===== src/rtl/pwm_timebase_ctrl_pkg.sv =====
// Shared PWM timebase definitions: FSM state encoding and datapath widths.
package pwm_timebase_ctrl_pkg;

  localparam int CNT_W = 16;
  localparam int CFG_W = 8;

  typedef enum logic [1:0] {
    ST_IDLE  = 2'd0,
    ST_RUN   = 2'd1,
    ST_DRAIN = 2'd2
  } state_e;

endpackage


===== src/rtl/pwm_prescaler.sv =====
// Clock divider: tick is high on one cycle out of every (ratio+1) while enabled.
module pwm_prescaler
  import pwm_timebase_ctrl_pkg::*;
(
  input  logic             clk,
  input  logic             rst_n,
  input  logic             clr,
  input  logic             en,
  input  logic [CFG_W-1:0] ratio,
  output logic             tick
);

  logic [CFG_W-1:0] cnt_q;
  logic [CFG_W-1:0] cnt_d;

  assign tick = en && !clr && (cnt_q == ratio);

  always_comb begin
    cnt_d = cnt_q;
    if (clr) begin
      cnt_d = '0;
    end else if (en) begin
      cnt_d = tick ? '0 : cnt_q + 8'd1;
    end
  end

  always_ff @(posedge clk or negedge rst_n) begin
    if (!rst_n) begin
      cnt_q <= '0;
    end else begin
      cnt_q <= cnt_d;
    end
  end

endmodule


===== src/rtl/pwm_timebase_ctrl.sv =====
// PWM timebase controller: run/drain/burst sequencing, prescaled period counter
// and shadowed configuration registers loaded at period boundaries.
module pwm_timebase_ctrl
  import pwm_timebase_ctrl_pkg::*;
(
  input  logic             clk,
  input  logic             rst_n,
  input  logic             start,
  input  logic             stop,
  input  logic [CNT_W-1:0] cfg_period,
  input  logic [CNT_W-1:0] cfg_compare1,
  input  logic [CNT_W-1:0] cfg_compare2,
  input  logic [CFG_W-1:0] cfg_functions,
  input  logic [CFG_W-1:0] cfg_prescale,
  input  logic [CFG_W-1:0] cfg_burst,
  input  logic             upd_req,
  output logic [CNT_W-1:0] count_val,
  output logic [CNT_W-1:0] period,
  output logic [CNT_W-1:0] compare1,
  output logic [CNT_W-1:0] compare2,
  output logic [CFG_W-1:0] functions,
  output logic             pwm_en,
  output logic             period_done,
  output logic             upd_ack,
  output logic             busy
);

  state_e           state_q;
  logic [CNT_W-1:0] count_q;
  logic [CNT_W-1:0] period_q;
  logic [CNT_W-1:0] compare1_q;
  logic [CNT_W-1:0] compare2_q;
  logic [CFG_W-1:0] functions_q;
  logic [CFG_W-1:0] prescale_q;
  logic [CFG_W-1:0] burst_q;
  logic [CFG_W-1:0] burst_cnt_q;
  logic             pending_q;
  logic             pwm_en_q;
  logic             busy_q;
  logic             period_done_q;
  logic             upd_ack_q;

  logic             tick;
  logic             period_end;
  logic             load;
  logic             burst_done;

  pwm_prescaler u_prescaler (
    .clk   (clk),
    .rst_n (rst_n),
    .clr   (state_q == ST_IDLE),
    .en    (state_q != ST_IDLE),
    .ratio (prescale_q),
    .tick  (tick)
  );

  assign period_end = tick && (count_q == period_q);
  assign burst_done = period_end && (burst_q != 8'd0) && (burst_cnt_q + 8'd1 == burst_q);

  // A request arriving on the period-end cycle itself is honoured at that wrap.
  assign load = (state_q == ST_IDLE) ? pending_q : (period_end && (pending_q || upd_req));

  always_ff @(posedge clk or negedge rst_n) begin
    if (!rst_n) begin
      state_q       <= ST_IDLE;
      count_q       <= '0;
      period_q      <= '0;
      compare1_q    <= '0;
      compare2_q    <= '0;
      functions_q   <= '0;
      prescale_q    <= '0;
      burst_q       <= '0;
      burst_cnt_q   <= '0;
      pending_q     <= 1'b0;
      pwm_en_q      <= 1'b0;
      busy_q        <= 1'b0;
      period_done_q <= 1'b0;
      upd_ack_q     <= 1'b0;
    end else begin
      period_done_q <= 1'b0;
      upd_ack_q     <= 1'b0;
      pending_q     <= load ? 1'b0 : (pending_q || upd_req);

      if (load) begin
        period_q    <= cfg_period;
        compare1_q  <= cfg_compare1;
        compare2_q  <= cfg_compare2;
        functions_q <= cfg_functions;
        prescale_q  <= cfg_prescale;
        burst_q     <= cfg_burst;
        upd_ack_q   <= 1'b1;
      end

      if (state_q != ST_IDLE && tick) begin
        if (period_end) begin
          count_q       <= '0;
          period_done_q <= 1'b1;
          burst_cnt_q   <= burst_cnt_q + 8'd1;
        end else begin
          count_q <= count_q + 16'd1;
        end
      end

      unique case (state_q)
        ST_IDLE: begin
          if (start && !stop) begin
            state_q     <= ST_RUN;
            count_q     <= '0;
            burst_cnt_q <= '0;
            pwm_en_q    <= 1'b1;
            busy_q      <= 1'b1;
          end
        end
        ST_RUN: begin
          // stop takes priority over a burst completing on the same cycle
          if (stop) begin
            state_q <= ST_DRAIN;
          end else if (burst_done) begin
            state_q  <= ST_IDLE;
            pwm_en_q <= 1'b0;
            busy_q   <= 1'b0;
          end
        end
        ST_DRAIN: begin
          if (period_end) begin
            state_q  <= ST_IDLE;
            pwm_en_q <= 1'b0;
            busy_q   <= 1'b0;
          end
        end
        default: begin
          state_q  <= ST_IDLE;
          pwm_en_q <= 1'b0;
          busy_q   <= 1'b0;
        end
      endcase
    end
  end

  assign count_val   = count_q;
  assign period      = period_q;
  assign compare1    = compare1_q;
  assign compare2    = compare2_q;
  assign functions   = functions_q;
  assign pwm_en      = pwm_en_q;
  assign period_done = period_done_q;
  assign upd_ack     = upd_ack_q;
  assign busy        = busy_q;

endmodule


===== config.mk =====
export PLATFORM = sky130hd
export DESIGN_NAME = pwm_timebase_ctrl
export DESIGN_NICKNAME = d
export VERILOG_FILES = /design/src/rtl/pwm_timebase_ctrl_pkg.sv /design/src/rtl/pwm_prescaler.sv /design/src/rtl/pwm_timebase_ctrl.sv
export SDC_FILE = /design/constraint.sdc
export NUM_CORES = 1
export LEC_CHECK = 0
export BUFFER_PORTS_ARGS = -buffer_cell sky130_fd_sc_hd__buf_2
export CORE_MARGIN = 8
export CORE_UTILIZATION = 35
export CTS_CLUSTER_SIZE = 10
export DETAILED_ROUTE_END_ITERATION = 16
export PLACE_DENSITY_LB_ADDON = 0.3
export SLEW_MARGIN = 30
export SYNTH_ARGS = -nofsm -noshare
export SYNTH_HDL_FRONTEND = slang
export SYNTH_SLANG_ARGS = --single-unit

===== constraint.sdc =====
create_clock -name clk -period 4.25 [get_ports clk]
set_input_delay 0.425 -clock clk [delete_from_list [all_inputs] [get_ports clk]]
set_output_delay 0.425 -clock clk [all_outputs]
set_load 0.005 [all_outputs]

[Word level (Yosys, flattened, before mapping)]
Cells that the tools add are included.
Operators by class
  reductions and logical operators: 17
  $add $sub $neg: 3
  multiplexer cells: 26
  equality and inequality tests: 10
Operators by type and width (number)
  $mux W16: 4
  $mux W8: 7
  $add A16 B1 Y16 const B: 1
  $add A8 B1 Y8 const B: 2
  $eq A16 B16 Y1: 1
  $eq A8 B8 Y1: 2
  $mux W1: 9
  $logic_and A1 B1 Y1: 8
  $mux W2: 4
  $ne A2 B2 Y1 const B: 4
  $reduce_bool A8 Y1: 1
  $pmux W2 S3: 1
  $reduce_and A4 Y1: 1
  $reduce_bool A2 Y1: 2
  $ne A3 B3 Y1 const B: 1
  $pmux W1 S3: 1
  $reduce_and A3 Y1: 1
  $eq A2 B1 Y1 const B: 1
  $eq A2 B2 Y1 const B: 1
  $logic_not A1 Y1: 2
  $logic_not A2 Y1: 1
  $logic_or A1 B1 Y1: 1
Word-level totals
  output and inout bits: 76
  register bits after elaboration: 110
  bits of input ports: 77
  logic and storage cells: 70

[Logic depth before layout (Yosys ltp)]
  word-level depth: 10
  depth in mapped cells: 9
  mapped depth without buffers: 7

[Hierarchy]
From an unflattened synthesis, not the netlist that was laid out.
Unflattened totals
  cells, all modules: 421
  area total of the unflattened synthesis: 5124.9 µm²
Modules (own cells, without submodules)
  pwm_timebase_ctrl: sequential area each 2552.4 µm², instances 1, area an instance 4561.9 µm², cells each 364
  pwm_prescaler: sequential area each 200.2 µm², instances 1, area an instance 563.0 µm², cells each 57

[Least setup slack after synthesis]
No wires, ideal clock.
  path kind: reg-to-reg
  start: register count_q[13] (netlist: count_val[13])
  end: register burst_q[0]
  buffers on the path: 2
  setup time: 125 ps
  data required time: 4125 ps
  clock period less this slack: 2259 ps
  slack: 1991 ps
  cell stages (with the launch flop): 9
  data arrival time: 2134 ps
  cells stage by stage: dfrtp_1 xor2_1 nor4_1 nand4_2 nor2_4 o22a_2 buf_12 buf_12 mux2_4
Between the ends
  word-level cells in the longest chain between the ends: 4
RTL lines
  start, declared: RTL line pwm_timebase_ctrl.sv:29  | logic [CNT_W-1:0] count_q;
  start signal, assigned: RTL line pwm_timebase_ctrl.sv:100  | count_q <= count_q + 16'd1;
  $eq A16 B16 Y1: RTL line pwm_timebase_ctrl.sv:57  | assign period_end = tick && (count_q == period_q);
  $logic_and A1 B1 Y1: RTL line pwm_timebase_ctrl.sv:57
  $logic_and A1 B1 Y1: RTL line pwm_timebase_ctrl.sv:61  | assign load = (state_q == ST_IDLE) ? pending_q : (period_end && (pending_q || upd_req));
  $mux W1: RTL line pwm_timebase_ctrl.sv:61
  end signal, assigned: RTL line pwm_timebase_ctrl.sv:90  | burst_q <= cfg_burst;
  end, declared: RTL line pwm_timebase_ctrl.sv:35  | logic [CFG_W-1:0] burst_q;
Every way passes these cells.
A chain may end at the register's enable or synchronous reset.

[Worst setup path after layout]
  start: register u_prescaler.cnt_q[5]
  end: register functions_q[7] (netlist: functions[7])
Between the ends
  word-level cells in the longest chain between the ends: 5
RTL lines
  start, declared: RTL line pwm_prescaler.sv:13  | logic [CFG_W-1:0] cnt_q;
  start signal, assigned: RTL line pwm_prescaler.sv:31  | cnt_q <= cnt_d;
  $eq A8 B8 Y1: RTL line pwm_prescaler.sv:16  | assign tick = en && !clr && (cnt_q == ratio);
  $logic_and A1 B1 Y1: RTL line pwm_prescaler.sv:16
  $logic_and A1 B1 Y1: RTL line pwm_timebase_ctrl.sv:57
  $logic_and A1 B1 Y1: RTL line pwm_timebase_ctrl.sv:61
  $mux W1: RTL line pwm_timebase_ctrl.sv:61
  end signal, assigned: RTL line pwm_timebase_ctrl.sv:88  | functions_q <= cfg_functions;
  end, declared: RTL line pwm_timebase_ctrl.sv:33  | logic [CFG_W-1:0] functions_q;
Every way passes these cells.

==> results.toml <==
[power]
switching_share_pct = 31.16
p_clk_share_pct = 19.6
seqPwrFrac_pct = 40.8
leakage_nw = 3.156
combPwrFrac_pct = 39.7
switchingPower_mw = 1.347
internal_power_mw = 2.976
powerDensity_nw_per_um2 = 670.4
ir_drop_mv = 0.3227
p_total_mw = 4.323

[cells_and_area]
fin_area_um2 = 6449
regArea_um2 = 2753
multiInputGateArea_um2 = 2333
layout.nets = 626
final_cell_mix = "buf_2, dfrtp_1, mux2_4"
diodes = 0
final_common_cell = "buf_2"
area_delta_synth_final_pct = 21.33
fill_cells = 1388
drive_gt1_share_pct = 45.74

[timing]
setup_viol = 0
tns_ns = 0
clock-skew-final_ns = 0.006774
hold_viol_final = 0
max_freq_mhz = 312.7
max_slew_margin_pct = 52.46
timing.final.crit_share_pct = 75.25
slew_viol_final = 0
min_period_ns = 3.198
setup_slack_ns = 1.052
max_slew.worst_pin.slew_ns = 0.7131
rsz0062_at_grt = "false"
whs_ns = 0.001035

[cts]
cts_buffers = 9
clock_path_buffers = 2
clk_pin_slew_ns = 0.07
cts_resized = 0
cts_tree = "done"
post-cts-setup-buffers = 0
clk_latency_ns = 0.35
cts_hold_buf = 0
htree_levels = 3
clock_sinks = 110
cts_root_buf = "clkbuf_16"

[place]
post_dp_cell_area_um2 = 6157
port_buffers = 152
place_hpwl_mm = 9.162
preCtsSetupSlack_ns = 1.024
gp_congestion = 0.8242

[synth]
syn_area_per_cell_um2 = 13.35
synthCells = 398
synth_edf_count = 0
synth_seq_cells = 110
yosysWarningCount = 0
syn_area_um2 = 5315
synth-main-ff-cell = "dfrtp_1"
ys_types = 37
seq_area_frac_synth_pct = 51.79
synth-async-reset-ratio_pct = 100.0
syn_nets = 478

[setup_path]
reg2reg_slack_ns = 1.05
critPathCaptureType = "register"
critPathMaxFanout = 38
crit_path_start_kind = "register"
critical_path_arrival_ns = 3.43
required_ns = 4.48
worstSetupPathType = "register to register"

[detailed_routing]
final_antenna_net_count = 0
firstDrtPassIters = 4
vias_per_cell = 4.760
drc = 0
vias = 3518
wl_per_cell_um = 16.52
drt-initial-drc-count = 151
routed_wl_mm = 12.21

[die]
die_y_um = 139.2
dieArea_um2 = 19390
initial_core_util_pct = 35.36
fp.dieW_um = 139.2
core_area_um2 = 15030
num_io_pins = 153
fp-row-count = 45

[run]
maxCapViolations = 0

[grt]
grt_max_degree = 44
grt_pass1_vias = 3916
overflow = 0
grt_antenna_before_repair = 0
grt_pass1_wl_mm = 20.58
grt_usage_pct = 13.07

[min_path]
hold_class = "input port to asynchronous set/reset pin"

[run_status]
status = "complete, no violations"
kinds of logic after synthesis:
kind of cell               after synthesis  share of synthesized area [%]
muxes                                   74                          20.50
xor gates and xnor gates                64                          10.55
AOI/OAI and AO/OA                       12                          1.506
DFF                                    110                          51.79
buffers and inverters                   26                          4.567
adders and majority gates                3                         0.7063
and+or+nand+nor                        109                          10.38
per-layer routing:
layer	global-route usage (%)	part of all wire [%]	vias to the layer above	wire length [um]
met5	0	0	-	0
met3	5.609	7.9	13	970
met1	16.59	46	1731	5571
li1	-	-	1650	-
met4	4.159	1.4	0	172
met2	19.68	45	124	5493
power groups by stage:
stage	Sequential [mW]	Clock (mW)	Combinational, mW
2_1_floorplan	1.73	0	1.36
3_3_place_gp	1.77	0	1.71
3_5_place_dp	1.77	0	1.75
4_1_cts	1.77	0.881	1.75
5_1_grt	1.82	0.918	1.88
6_report	1.76	0.845	1.72
cells in the mapped netlist (all sizes together) (2+ instances only):
master | n | share of area (%)
xor2 | 32 | 5.3
nand3 | 15 | 1.4
and3 | 4 | 0.47
mux2 | 72 | 20
or3 | 2 | 0.24
o21ai | 4 | 0.38
nand2 | 11 | 0.78
mux2i | 2 | 0.38
or2 | 2 | 0.24
inv | 6 | 0.42
ha | 3 | 0.71
a21oi | 3 | 0.28
nor3 | 10 | 0.94
clkbuf | 8 | 0.59
buf | 12 | 3.6
dfrtp | 110 | 52
nor4b | 2 | 0.33
nor4 | 9 | 1.4
nor2 | 45 | 3.3
xnor2 | 32 | 5.3
nand4 | 7 | 0.94
worst max-delay path: stages, from the launching register on:
cell and delay [ns]:
dfrtp_1 0.42, xnor2_1 0.18, nand4_1 0.16, or3_1 0.64, nor3_1 0.34, o22a_4 0.66, buf_4 0.36, mux2_4 0.32
through the flow:
step / instances / util (%)
3_5_place_dp: 723 / 40.96
3_3_place_gp: 723 / 40.92
2_1_floorplan: 398 / -
4_1_cts: 739 / 42.90
6_report: 739 / 42.90
5_1_grt: 739 / 42.90
flip-flops by register name, summed over array words and instances (netlist names):
name / count
pending_q: 1
upd_ack: 1
burst_q: 8
state_q: 2
u_prescaler.cnt_q: 8
busy: 1
burst_cnt_q: 8
period_done: 1
functions: 8
compare1: 16
period: 16
count_val: 16
prescale_q: 8
compare2: 16
path summary, 6_finish.rpt:
kind / start / end / cells past startpoint
max in group asynchronous: rst_n / prescale_q[4] / 2
worst min-delay path: rst_n / burst_q[3] / 1
worst max register to register: u_prescaler.cnt_q[5] / functions[7] / 7
worst min register to register: compare2[5] / compare2[5] / 1
min in group clk: stop / state_q[0] / 2
worst max-delay path: u_prescaler.cnt_q[5] / functions[7] / 7
final cells by class:
cell class / count / share of cell area (%)
Sequential cell: 110 / 42.69
Multi-Input combinational cell: 262 / 36.19
Tap cell: 188 / 3.648
Clock inverter: 5 / 0.9119
Inverter: 6 / 0.3492
Clock buffer: 11 / 3.609
Timing Repair Buffer: 157 / 12.61
No activity file was read; power rests on OpenSTA's default activity.
